**config.mk**
```make
export PLATFORM = sky130hd
export DESIGN_NAME = i_wr_ctrl
export DESIGN_NICKNAME = d
export VERILOG_FILES = /design/src/rtl/i_wr_pkg.sv /design/src/rtl/i_wr_addr_gen.sv /design/src/rtl/i_wr_ctrl.sv
export SDC_FILE = /design/constraint.sdc
export NUM_CORES = 1
export LEC_CHECK = 0
export BUFFER_PORTS_ARGS = -buffer_cell sky130_fd_sc_hd__buf_2
export CAP_MARGIN = 20
export CELL_PAD_IN_SITES_DETAIL_PLACEMENT = 0
export CELL_PAD_IN_SITES_GLOBAL_PLACEMENT = 1
export CORE_MARGIN = 5
export CORE_UTILIZATION = 38
export CTS_CLUSTER_SIZE = 10
export DETAILED_ROUTE_END_ITERATION = 10
export HOLD_SLACK_MARGIN = 0.1
export PLACE_DENSITY = 0.81
export RECOVER_POWER = 100
export SETUP_SLACK_MARGIN = 0.3
export SYNTH_ARGS = -nofsm -noshare
export SYNTH_HDL_FRONTEND = slang
export SYNTH_SLANG_ARGS = --single-unit
```
**constraint.sdc**
```tcl
create_clock -name clk -period 3.7 [get_ports clk]
set_input_delay 1.11 -clock clk [delete_from_list [all_inputs] [get_ports clk]]
set_output_delay 1.11 -clock clk [all_outputs]
set_load 0.02 [all_outputs]
```
**src/rtl/i_wr_pkg.sv**
```systemverilog
// Shared types and constants for the image-read controller.
package i_wr_pkg;

  // Width of the column/row counters and of the frame dimension inputs.
  localparam int unsigned DIM_W = 13;

  typedef enum logic [2:0] {
    ST_IDLE,
    ST_REQ,
    ST_WAIT,
    ST_PUSH,
    ST_DONE
  } state_t;

endpackage

```
**src/rtl/i_wr_addr_gen.sv**
```systemverilog
// Column/row/address tracker for a raster-order frame read.
module i_wr_addr_gen
  import i_wr_pkg::*;
#(
  parameter int unsigned ADDR_W = 24
) (
  input  logic              clk,
  input  logic              rst,
  input  logic              clear,
  input  logic              advance,
  input  logic [DIM_W-1:0]  width,
  input  logic [DIM_W-1:0]  height,
  input  logic [ADDR_W-1:0] base,
  output logic [ADDR_W-1:0] addr,
  output logic              eol,
  output logic              last
);

  logic [DIM_W-1:0]  width_q,  width_d;
  logic [DIM_W-1:0]  height_q, height_d;
  logic [DIM_W-1:0]  col_q,    col_d;
  logic [DIM_W-1:0]  row_q,    row_d;
  logic [ADDR_W-1:0] addr_q,   addr_d;

  assign eol  = (col_q == width_q - DIM_W'(1));
  assign last = eol && (row_q == height_q - DIM_W'(1));
  assign addr = addr_q;

  // Latch frame geometry on clear; step raster position on advance.
  always_comb begin
    width_d  = width_q;
    height_d = height_q;
    col_d    = col_q;
    row_d    = row_q;
    addr_d   = addr_q;
    if (clear) begin
      width_d  = width;
      height_d = height;
      col_d    = '0;
      row_d    = '0;
      addr_d   = base;
    end else if (advance) begin
      if (eol) begin
        col_d = '0;
        row_d = row_q + DIM_W'(1);
      end else begin
        col_d = col_q + DIM_W'(1);
      end
      addr_d = addr_q + ADDR_W'(1);
    end
  end

  // Position and geometry registers.
  always_ff @(posedge clk or posedge rst) begin
    if (rst) begin
      width_q  <= '0;
      height_q <= '0;
      col_q    <= '0;
      row_q    <= '0;
      addr_q   <= '0;
    end else begin
      width_q  <= width_d;
      height_q <= height_d;
      col_q    <= col_d;
      row_q    <= row_d;
      addr_q   <= addr_d;
    end
  end

endmodule

```
**src/rtl/i_wr_ctrl.sv**
```systemverilog
// Frame reader: fetches pixels from SRAM one at a time and pushes them
// downstream with row/frame markers.
module i_wr_ctrl
  import i_wr_pkg::*;
#(
  parameter int unsigned DATA_W = 8,
  parameter int unsigned ADDR_W = 24
) (
  input  logic              clk,
  input  logic              rst,
  input  logic              start,
  input  logic [DIM_W-1:0]  img_width,
  input  logic [DIM_W-1:0]  img_height,
  input  logic [ADDR_W-1:0] base_addr,
  output logic              sram_rd_req,
  output logic [ADDR_W-1:0] sram_addr,
  input  logic              sram_rd_done,
  input  logic [DATA_W-1:0] sram_rd_data,
  output logic              pix_valid,
  output logic [DATA_W-1:0] pix_data,
  input  logic              pix_ready,
  output logic              pix_eol,
  output logic              pix_last,
  output logic              busy,
  output logic              done,
  output logic              err
);

  state_t            state_q, state_d;
  logic [DATA_W-1:0] pix_data_q, pix_data_d;
  logic              err_q, err_d;
  logic              clear, advance;
  logic [ADDR_W-1:0] addr;
  logic              eol, last;

  i_wr_addr_gen #(
    .ADDR_W (ADDR_W)
  ) u_addr_gen (
    .clk     (clk),
    .rst     (rst),
    .clear   (clear),
    .advance (advance),
    .width   (img_width),
    .height  (img_height),
    .base    (base_addr),
    .addr    (addr),
    .eol     (eol),
    .last    (last)
  );

  // Next-state, counter control and rejected-start detection.
  always_comb begin
    state_d    = state_q;
    clear      = 1'b0;
    advance    = 1'b0;
    err_d      = 1'b0;
    pix_data_d = pix_data_q;
    case (state_q)
      ST_IDLE: begin
        if (start) begin
          if ((img_width != '0) && (img_height != '0)) begin
            clear   = 1'b1;
            state_d = ST_REQ;
          end else begin
            err_d = 1'b1;
          end
        end
      end
      ST_REQ:  state_d = ST_WAIT;
      ST_WAIT: begin
        if (sram_rd_done) begin
          pix_data_d = sram_rd_data;
          state_d    = ST_PUSH;
        end
      end
      ST_PUSH: begin
        if (pix_ready) begin
          if (last) begin
            state_d = ST_DONE;
          end else begin
            advance = 1'b1;
            state_d = ST_REQ;
          end
        end
      end
      ST_DONE: state_d = ST_IDLE;
      default: state_d = ST_IDLE;
    endcase
  end

  // State, captured pixel and error pulse registers.
  always_ff @(posedge clk or posedge rst) begin
    if (rst) begin
      state_q    <= ST_IDLE;
      pix_data_q <= '0;
      err_q      <= 1'b0;
    end else begin
      state_q    <= state_d;
      pix_data_q <= pix_data_d;
      err_q      <= err_d;
    end
  end

  assign sram_rd_req = (state_q == ST_REQ);
  assign sram_addr   = sram_rd_req ? addr : '0;
  assign pix_valid   = (state_q == ST_PUSH);
  assign pix_data    = pix_data_q;
  assign pix_eol     = pix_valid && eol;
  assign pix_last    = pix_valid && last;
  assign busy        = (state_q != ST_IDLE);
  assign done        = (state_q == ST_DONE);
  assign err         = err_q;

endmodule

```
* Word level (Yosys, flattened, before mapping)
Index checks and enable logic that the tools add are counted.
Storage, ports and cells: bits in registers 88, bits of input ports 63, output and inout bits 39, logic and storage cells 60
Cells by class: add/sub/neg operators 5, equal/unequal tests 10, multiplexer cells 24, reductions and logical operators 13
Operators with widths (number):
- 13-bit 2-to-1 mux | 6
- 24-bit 2-to-1 mux | 3
- 13-bit by 1-bit adder with 13-bit output, second input constant | 2
- 13-bit equality test | 2
- 13-bit nonzero test | 2
- 13-bit by 1-bit subtractor with 13-bit output, second input constant | 2
- 24-bit by 1-bit adder with 24-bit output, second input constant | 1
- 3-bit 2-to-1 mux | 5
- 3-bit case mux with 4 select lines | 1
- 1-bit 2-to-1 mux | 9
- 3-bit by 2-bit equality test with 1-bit output, second input constant | 2
- 2-bit inequality test, second input constant | 3
- 1-bit logical AND | 4
- 2-bit AND reduction | 2
- 4-bit AND reduction | 1
- 2-bit nonzero test | 2
- 3-bit by 1-bit equality test with 1-bit output, second input constant | 1
- 3-bit equality test, second input constant | 1
- 3-bit logical NOT | 1
- 3-bit nonzero test | 1
- 2-bit by 1-bit inequality test with 1-bit output, second input constant | 1

* Depth between registers and ports, before layout
Gate-level depths: netlist of run 1.
depth in word-level cells 8, depth in mapped cells 13, depth with buffers taken out 10

* Modules after synthesis
From an unflattened synthesis of run 1, not the netlist that was laid out.
Second synthesis, totals: cells, all modules 577, area, all modules 5381.4 µm²
By module, submodules not included:
- i_wr_addr_gen | times used 1, cells each 498, area each 4590.7 µm², seq. area each 1901.8 µm²
- i_wr_ctrl | times used 1, cells each 79, area each 790.8 µm², seq. area each 300.3 µm²

* Least setup slack after synthesis of run 1
OpenSTA, ideal clock, no wires.
path type reg2out, start point register u_addr_gen.height_q[0], end point output port pix_last, arrival time 2.714 ns, required time 2.590 ns, slack -0.124 ns, stages on the path, launching flop included 10, buffers on the path 1, cells stage by stage dfrtp_1 inv_1 ha_1 nor3b_1 nand4_1 xnor2_1 a2111oi_2 o2111ai_4 buf_2 nor4_2
On the way: word-level cells in the longest chain between the ends 4
RTL lines:
- from (decl) | RTL line i_wr_addr_gen.sv:20 | logic [DIM_W-1:0] height_q, height_d;
- from (signal assigned) | RTL line i_wr_addr_gen.sv:63 | height_q <= height_d;
- 13-bit by 1-bit subtractor with 13-bit output | RTL line i_wr_addr_gen.sv:26 | assign last = eol && (row_q == height_q - DIM_W'(1));
- 13-bit equality test | RTL line i_wr_addr_gen.sv:26
- 1-bit logical AND | RTL line i_wr_addr_gen.sv:26
- 1-bit logical AND | RTL line i_wr_ctrl.sv:109 | assign pix_last = pix_valid && last;
- to (decl) | RTL line i_wr_ctrl.sv:23 | output logic pix_last,
Every way passes these cells.

* Worst setup path after layout of run 1
start point register u_addr_gen.width_q[2], end point output port pix_eol
On the way: word-level cells in the longest chain between the ends 3
RTL lines:
- from (decl) | RTL line i_wr_addr_gen.sv:19 | logic [DIM_W-1:0] width_q, width_d;
- from (signal assigned) | RTL line i_wr_addr_gen.sv:62 | width_q <= width_d;
- 13-bit by 1-bit subtractor with 13-bit output | RTL line i_wr_addr_gen.sv:25 | assign eol = (col_q == width_q - DIM_W'(1));
- 13-bit equality test | RTL line i_wr_addr_gen.sv:25
- 1-bit logical AND | RTL line i_wr_ctrl.sv:108 | assign pix_eol = pix_valid && eol;
- to (decl) | RTL line i_wr_ctrl.sv:22 | output logic pix_eol,
Every way passes these cells.

==> impl_metrics.ini, run 1 <==
[sta]
max_freq_mhz = 268.9
slew_viol_final = 42
final-hold-violation-count = 0
skew_ns = 0.01104
tns_ns = -0.03340
layout_setup_ws_ns = -0.01817
tightest_slew_ns = 1.820
min_period_ns = 3.718
grt_setup_unrepaired = yes
setup_viol = 2
fin_crit_sh_pct = 100.5
slew_headroom_pct = -22.02

[synthesis]
yosysSeqAreaShare_pct = 40.38
synth_cell_type_count = 64
yosys.area.top_type = dfrtp_1
synthesis.instances = 618
yosysTopAreaCellShare_pct = 40.38
synth_top_family_by_area = simple AND/OR/NAND/NOR gates
synth_area_leaders = dfrtp_1 (40%), nand2_1 (7.3%), xor2_1 (3.5%)
yosys.area_share.simple_pct = 30.31
synth-xor-area-share_pct = 6.263
synth.avg_cell_area_um2 = 8.825
synth_edf_count = 0
yosys_register_bits = 88
synth-main-ff-cell = dfrtp_1
synth-compound-area-share_pct = 14.15
synthArstFlopShare_pct = 100.0
synthMuxAreaShare_pct = 3.785
netlist_area_mm2 = 0.005454
yosys_warnings = 0
syn-num-nets = 686
synthAdderAreaFrac_pct = 1.147

[drt]
viasPerCell = 5.507
wl_mm = 14.78
wl_per_cell_um = 16.30
drt_first_iter_violations = 299
first_pass_iters = 4
drc = 0
vias = 4995
ant_nets = 0

[critical_path]
end_kind = output pin
cp_cell_sequence = or4_4 > nor3_2 > o22ai_1 > nor4_4 > nand3_2 > buf_4 > nor3_2 > buf_4
cp-start-kind = flip-flop
slowest_delay_ns = 0.54
arrival_ns = 2.61
required_ns = 2.59
critPathKind = reg2out
worstPathMaxFanout = 8
slowest_stage = or4_4

[final_layout]
layout-drive-gt1-share_pct = 25.17
area_growth_syn_to_layout_pct = 20.69
mostFrequentLayoutCell = nand2_1
final_cell_mix = nand2_1 (106), buf_2 (88), dfrtp_1 (84)
diodes = 0
nNetsFinal = 791

[outcome]
status = finished, violations left
violations = capacitance limit, slew limit, setup timing

[floorplan]
rows = 43
die_w_um = 129.8
initial_core_util_pct = 38.99
die_height_um = 129.8
ios = 102
die_area_mm2 = 0.01685
core_area_mm2 = 0.01399

[grt]
grt_max_degree = 42
grt_pass1_wl_mm = 24.55
antenna_found_initial = 0
grt-ovfl-total = 0
grt_pass1_vias = 5045
grt.total_usage_pct = 18.05

[clocking]
cts-root-buf = clkbuf_16
numCtsBuffers = 9
cts_tree = done
clock_sinks = 88
htree_levels = 3
clk_latency_ns = 0.35
path_clk_slew_ns = 0.06
clock_path_buffers = 2

[flow_run]
max_cap_viol_count = 1

[placement]
routabilityCongestion = 0.8735
preCtsSetupSlack_ns = 0.1238
port_buffers = 101
hpwl_mm = 10.85

[pwr]
p_per_area_mw_per_mm2 = 711.4
p_comb_share_pct = 44.8
switching_share_pct = 42.96
p_leak_nw = 2.942
power_frac_clock_pct = 17.4
p_switching_mw = 2.012
internal_power_mw = 2.671
peakVddDrop_v = 0.0002758
total_power_mw = 4.683
seq_power_share_pct = 37.8

[min_path]
min_path_type = reg2reg
path summary, 6_finish.rpt:
| check | startpoint | end | slack, ns | cells after the start |
|---|---|---|---|---|
| setup / recovery | u_addr_gen.width_q[2] | pix_eol | -0.02 | 8 |
| hold / removal | pix_data[3] | pix_data[3] | 0.51 | 1 |
| setup reg to reg | u_addr_gen.width_q[2] | u_addr_gen.addr[2] | 0.50 | 11 |
| hold reg to reg | pix_data[3] | pix_data[3] | 0.51 | 1 |
| max in group asynchronous | rst | u_addr_gen.width_q[1] | 0.70 | 3 |
| min in group asynchronous | rst | pix_data[5] | 1.22 | 2 |
power by group through the flow:
stage / logic, mW / registers, mW / clock network [mW]
finish: 2.10 / 1.77 / 0.816
global route: 2.32 / 1.83 / 0.870
CTS: 2.06 / 1.77 / 0.838
detailed placement: 1.94 / 1.76 / 0
global placement: 1.89 / 1.74 / 0
floorplan: 1.48 / 1.67 / 0
logic make-up after synthesis:
logic type,after synthesis
flip-flops,88
multiplexers,19
AO/OA/AOI/OAI,115
XOR/XNOR,39
buffers and inverters,47
AND/OR/NAND/NOR,305
adder cells (fa/ha/maj),5
state kept, by name, indices dropped and copies added (netlist names):
register / count
u_addr_gen.height_q: 13
u_addr_gen.addr: 24
u_addr_gen.col_q: 13
state_q: 3
u_addr_gen.row_q: 13
pix_data: 8
u_addr_gen.width_q: 13
err: 1
synthesized netlist by cell type (all sizes together), types with 11 or more instances:
cell type and number:
xnor2 17, mux2 13, o21ai 21, nand2b 14, nand2 107, and2 28, a21oi 26, xor2 22
nor2 35, or4 15, dfrtp 88, nor3 12, nand4 11, nand3 24, inv 13, a31oi 22
clkbuf 24, and3 21
critical path, delay by kind of cell, from the launching register on:
kind                   cells  cell delay [ns]
and+or+nand+nor            5             1.26
DFF                        1             0.49
AOI/OAI and AO/OA          1             0.14
buffers and inverters      2             0.36
repair_timing:
action / CTS / global route
buffers inserted: 9 / 4
gates cloned: 0 / 0
hold endpoints to repair: 0 / 0
pin swaps: 14 / 6
endpoints found under the setup margin: 2 / 6
hold buffers: 0 / 0
gates resized for setup: 20 / 5
per-layer routing:
| layer | share of wire [%] | up-vias | global-route usage [%] | wire length, µm |
|---|---|---|---|---|
| li1 | - | 2418 | - | - |
| met1 | 43 | 2424 | 23.18 | 6398 |
| met2 | 50 | 133 | 30.48 | 7362 |
| met3 | 4.8 | 20 | 2.743 | 703 |
| met4 | 2.1 | 0 | 7.457 | 317 |
| met5 | 0 | - | 0 | 0 |
through the flow:
stage               cells  instance area [µm²]  utilization, %  hold slack, ns
floorplan             618                 5479               -          0.4655
global placement      879                 6155           44.00          0.4837
detailed placement    879                 6155           44.00          0.4915
CTS                   903                 6565           46.93          0.5054
global route          907                 6583           47.06          0.5224
finish                907                 6583           47.06          0.5061
cell type report:
cell class              count  area, µm²
fillers                  1380       7406
clock buffers              11      232.7
inverters                  13      50.05
well taps                 180      225.2
flip-flops and latches     88       2207
repair buffers            128      689.4
clock inverters             4      22.52
multi-input cells         483       3156
Power figures use the tool's default switching activity.
==> run 2, diff against run 1 <==
CORE_UTILIZATION = 42   (was 38)
PLACE_DENSITY = 0.84   (was 0.81)
clock period = 3.69 ns   (was 3.7 ns; I/O delays follow)
==> impl_metrics.ini, run 2 (synthesis gave the netlist of run 1 again) <==
[outcome]
status = finished, violations left
violations = capacitance limit, slew limit, setup timing

[pwr]
switching_share_pct = 42.21
total_power_mw = 4.808
p_leak_nw = 2.915
p_switching_mw = 2.029
power_frac_clock_pct = 19.3
internal_power_mw = 2.779
p_per_area_mw_per_mm2 = 729.0
seq_power_share_pct = 36.7
peakVddDrop_v = 0.0002854
p_comb_share_pct = 43.9

[drt]
viasPerCell = 5.539
dr.max_layer_used = met4
ant_nets = 0
wl_per_cell_um = 16.41
wl_met3_um = 742
first_pass_iters = 5
wl_mm = 14.77
wl_met1_mm = 6.436
drt_first_iter_violations = 398
wl_met2_mm = 7.238
vias = 4985
drc = 0

[floorplan]
ios = 102
die_w_um = 124.0
die_height_um = 124.0
initial_core_util_pct = 43.04
die_area_mm2 = 0.01536
rows = 41
core_area_mm2 = 0.01267

[sta]
skew_ns = 0.007448
grt_setup_unrepaired = yes
min_period_ns = 3.762
fin_crit_sh_pct = 102.0
final-hold-violation-count = 0
tightest_slew_ns = 1.876
slew_viol_final = 72
hold_ws_ns = 0.5050
tns_ns = -0.1407
slew_headroom_pct = -25.77
layout_setup_ws_ns = -0.07244
max_freq_mhz = 265.8
setup_viol = 2

[clocking]
clock_path_buffers = 2
path_clk_slew_ns = 0.06
clock_sinks = 88
numCtsBuffers = 9
hold_buffers = 0
cts_tree = done
cts-root-buf = clkbuf_16
clk_latency_ns = 0.35
htree_levels = 3

[critical_path]
r2r_cells = 11
cp_top_family = simple AND/OR/NAND/NOR gates
end_kind = output pin
cp_num_cells = 10
slowest_stage = or4_4
worstPathMaxFanout = 3
slowest_delay_ns = 0.53
arrival_ns = 2.66
crit_path_frequent_cell = buf_6
critPathKind = reg2out
cp_cell_sequence = buf_6 > or4_4 > nor3_4 > o22ai_2 > nor4_4 > nand3_1 > buf_6 > buf_6 > nor3_2 > buf_4
cp_num_buf_inv = 4
cp-start-kind = flip-flop
required_ns = 2.58
rrSetupSlack_ns = 0.32

[final_layout]
final_cell_mix = nand2_1 (106), dfrtp_1 (84), buf_2 (78)
area_growth_syn_to_layout_pct = 20.92
largest_register_ff_count = 24
nNetsFinal = 791
diodes = 0
mostFrequentLayoutCell = nand2_1
fin_cells = 900
layout-drive-gt1-share_pct = 22.66

[placement]
hpwl_mm = 10.61
dp.cells = 869
port_buffers = 101
routabilityCongestion = 0.9325

[grt]
grt-ovfl-total = 0
grt.total_usage_pct = 20.23
antenna_found_initial = 0
grt_pass1_wl_mm = 24.61
grt_max_degree = 43
grt_pass1_vias = 5083

[min_path]
min_path_type = reg2reg
hold_depth = 1

[flow_run]
max_cap_viol_count = 2
-- run 2: changes by cell type in the layout (fill, tap and decap cells not counted), sizes merged --
cell / change
bufinv: +1
clkinv: -1
clkbuf: +15
clkinvlp: -1
buf: -13
-- run 2: path summary, 6_finish.rpt --
kind,start,end
setup / recovery,u_addr_gen.width_q[0],pix_eol
hold / removal,pix_data[5],pix_data[5]
setup reg to reg,u_addr_gen.width_q[1],u_addr_gen.col_q[11]
hold reg to reg,pix_data[5],pix_data[5]
max in group asynchronous,rst,u_addr_gen.addr[21]
min in group asynchronous,rst,u_addr_gen.col_q[4]
-- run 2: final cells by class --
cell class | instances | area [µm²]
sequential | 88 | 2207
tap | 172 | 215.2
fill | 1224 | 6076
inverter | 13 | 50.05
clock inverter | 3 | 40.04
timing repair buffer | 128 | 686.9
multi-input combinational | 483 | 3136
clock buffer | 13 | 260.3
-- run 2: repair_timing --
| item | 4_1_cts | 5_1_grt |
|---|---|---|
| setup endpoints to repair | 2 | 2 |
| buffers inserted | 12 | 3 |
| cloned | 0 | 0 |
| hold endpoints to repair | 0 | 0 |
| pin swaps | 16 | 4 |
| resized for setup | 21 | 5 |
-- run 2: power by group through the flow --
stage                     logic (mW)  registers, mW  clock network [mW]
final                           2.11           1.77               0.930
after CTS                       2.14           1.75               0.949
after global routing            2.35           1.83               0.999
after detailed placement        1.95           1.77                   0
after floorplan                 1.48           1.67                   0
after global placement          1.89           1.76                   0
-- run 2: metrics by stage --
| step | utilization, % | worst slack (ns) | cell area, µm² |
|---|---|---|---|
| after floorplan | - | 0.2197 | 5479 |
| after global placement | 48.57 | 0.2318 | 6155 |
| after detailed placement | 48.57 | 0.1247 | 6155 |
| after CTS | 52.41 | -0.08790 | 6641 |
| after global routing | 52.05 | -0.2364 | 6595 |
| final | 52.05 | -0.07244 | 6595 |
-- run 2: layer usage --
| layer | global-route usage [%] | up-vias |
|---|---|---|
| met5 | 0 | - |
| met2 | 32.95 | 150 |
| li1 | - | 2424 |
| met3 | 4.042 | 25 |
| met4 | 7.940 | 0 |
| met1 | 26.52 | 2386 |
==> run 3, diff against run 2 <==
==> constraint.sdc (replaced) <==
create_clock -name clk -period 3.69 [get_ports clk]
set_input_delay 1.107 -clock clk [delete_from_list [all_inputs] [get_ports clk]]
set_output_delay 1.107 -clock clk [all_outputs]
set_load 0.1 [all_outputs]
==> impl_metrics.ini, run 3 (synthesis gave the netlist of run 1 again) <==
[sta]
skew_ns = 0.006400
max_freq_mhz = 269.3
tns_ns = -0.02368
setup_viol = 1
fin_crit_sh_pct = 100.6
final-hold-violation-count = 0
grt_setup_unrepaired = yes
tightest_slew_ns = 1.825
layout_setup_ws_ns = -0.02368
slew_viol_final = 65
slew_headroom_pct = -22.14
hold_ws_ns = 0.5065
min_period_ns = 3.714

[placement]
routabilityCongestion = 0.8912
hpwl_mm = 10.45
postPlaceCellArea_mm2 = 0.006206
port_buffers = 101

[grt]
antenna_found_initial = 0
grt_pass1_vias = 4964
grt_max_degree = 54
grt.total_usage_pct = 19.76
grt_pass1_wl_mm = 24.06
grt-ovfl-total = 0

[drt]
wl_mm = 14.68
first_pass_iters = 4
viasPerCell = 5.550
vias = 4984
drc = 0
drt_first_iter_violations = 338
wl_per_cell_um = 16.34
ant_nets = 0

[pwr]
p_leak_nw = 2.988
p_per_area_mw_per_mm2 = 874.6
peakVddDrop_v = 0.0006296
total_power_mw = 5.874

[final_layout]
final_util_pct = 53.01
fin_area_mm2 = 0.006716
area_growth_syn_to_layout_pct = 23.15
largest_register_ff_count = 24
nNetsFinal = 789
diodes = 0
final_cell_mix = nand2_1 (106), buf_2 (87), dfrtp_1 (81)
layout-drive-gt1-share_pct = 27.13
mostFrequentLayoutCell = nand2_1

[critical_path]
cp_num_buf_inv = 1
slowest_stage = dfrtp_2
end_kind = output pin
cp-start-kind = flip-flop
cp_cell_sequence = nor4_4 > nand3_2 > or3b_1 > a31oi_2 > o2111ai_4 > nor4_4 > buf_12
required_ns = 2.58
crit_path_frequent_cell = nor4_4
critPathKind = reg2out
cp_top_family = simple AND/OR/NAND/NOR gates
worstPathMaxFanout = 4
arrival_ns = 2.61
slowest_delay_ns = 0.44

[clocking]
htree_levels = 3
clock_path_buffers = 2
clock_sinks = 88
cts-root-buf = clkbuf_16
clk_latency_ns = 0.34
path_clk_slew_ns = 0.06
numCtsBuffers = 9
cts_tree = done

[floorplan]
die_area_mm2 = 0.01536
rows = 41
die_height_um = 124.0
ios = 102
initial_core_util_pct = 43.04
die_w_um = 124.0
core_area_mm2 = 0.01267

[outcome]
status = finished, violations left
violations = capacitance limit, slew limit, setup timing

[min_path]
min_path_type = reg2reg

[flow_run]
max_cap_viol_count = 2
==> run 3: worst register-to-register path, delay by kind of cell, from the launching register on <==
family | cells | cell delay (ns)
DFF | 1 | 0.53
and+or+nand+nor | 3 | 2.04
buffers and inverters | 1 | 0.47
AOI/OAI and AO/OA | 1 | 0.09
==> run 3: worst paths after layout <==
kind | startpoint | endpoint | slack (ns) | depth (start not counted)
max | u_addr_gen.height_q[1] | pix_last | -0.02 | 7
min | pix_data[1] | pix_data[1] | 0.51 | 1
max reg2reg | state_q[2] | u_addr_gen.height_q[0] | 0.47 | 5
min reg2reg | pix_data[1] | pix_data[1] | 0.51 | 1
max in group asynchronous | rst | u_addr_gen.height_q[3] | 0.47 | 3
min in group asynchronous | rst | pix_data[1] | 1.16 | 2
==> run 3: final cells by class <==
type,instances,area (µm²)
fill,1201,5954
inverter,13,50.05
multi-input combinational,483,3219
clock inverter,3,65.06
tap,172,215.2
clock buffer,13,250.2
sequential,88,2211
timing repair buffer,126,705.7
==> run 3: layer usage <==
layer	vias up	track usage, %	routed length, µm	part of all wire (%)
li1	2424	-	-	-
met3	33	3.043	692	4.7
met2	129	32.24	6988	48
met5	-	0	0	0
met4	0	8.898	461	3.1
met1	2398	25.94	6533	45
==> run 3: where the power goes <==
part	switching, mW	leakage [nW]	internal, mW
combinational	2.14	1.73	0.973
sequential	0.461	1.10	1.32
clock	0.365	0.154	0.611
total	2.97	2.99	2.91
==> run 3: timing repair <==
item	4_1_cts	5_1_grt
hold buffers	0	0
setup buffers	10	3
pin swaps	12	9
endpoints found under the setup margin	2	2
resized for setup	17	12
==> run 3: stage by stage <==
step           setup slack, ns  instances
2_1_floorplan          -0.4510        618
3_3_place_gp            0.2084        869
3_5_place_dp            0.1137        869
4_1_cts                -0.1928        895
5_1_grt                -0.1586        898
6_report              -0.02368        898
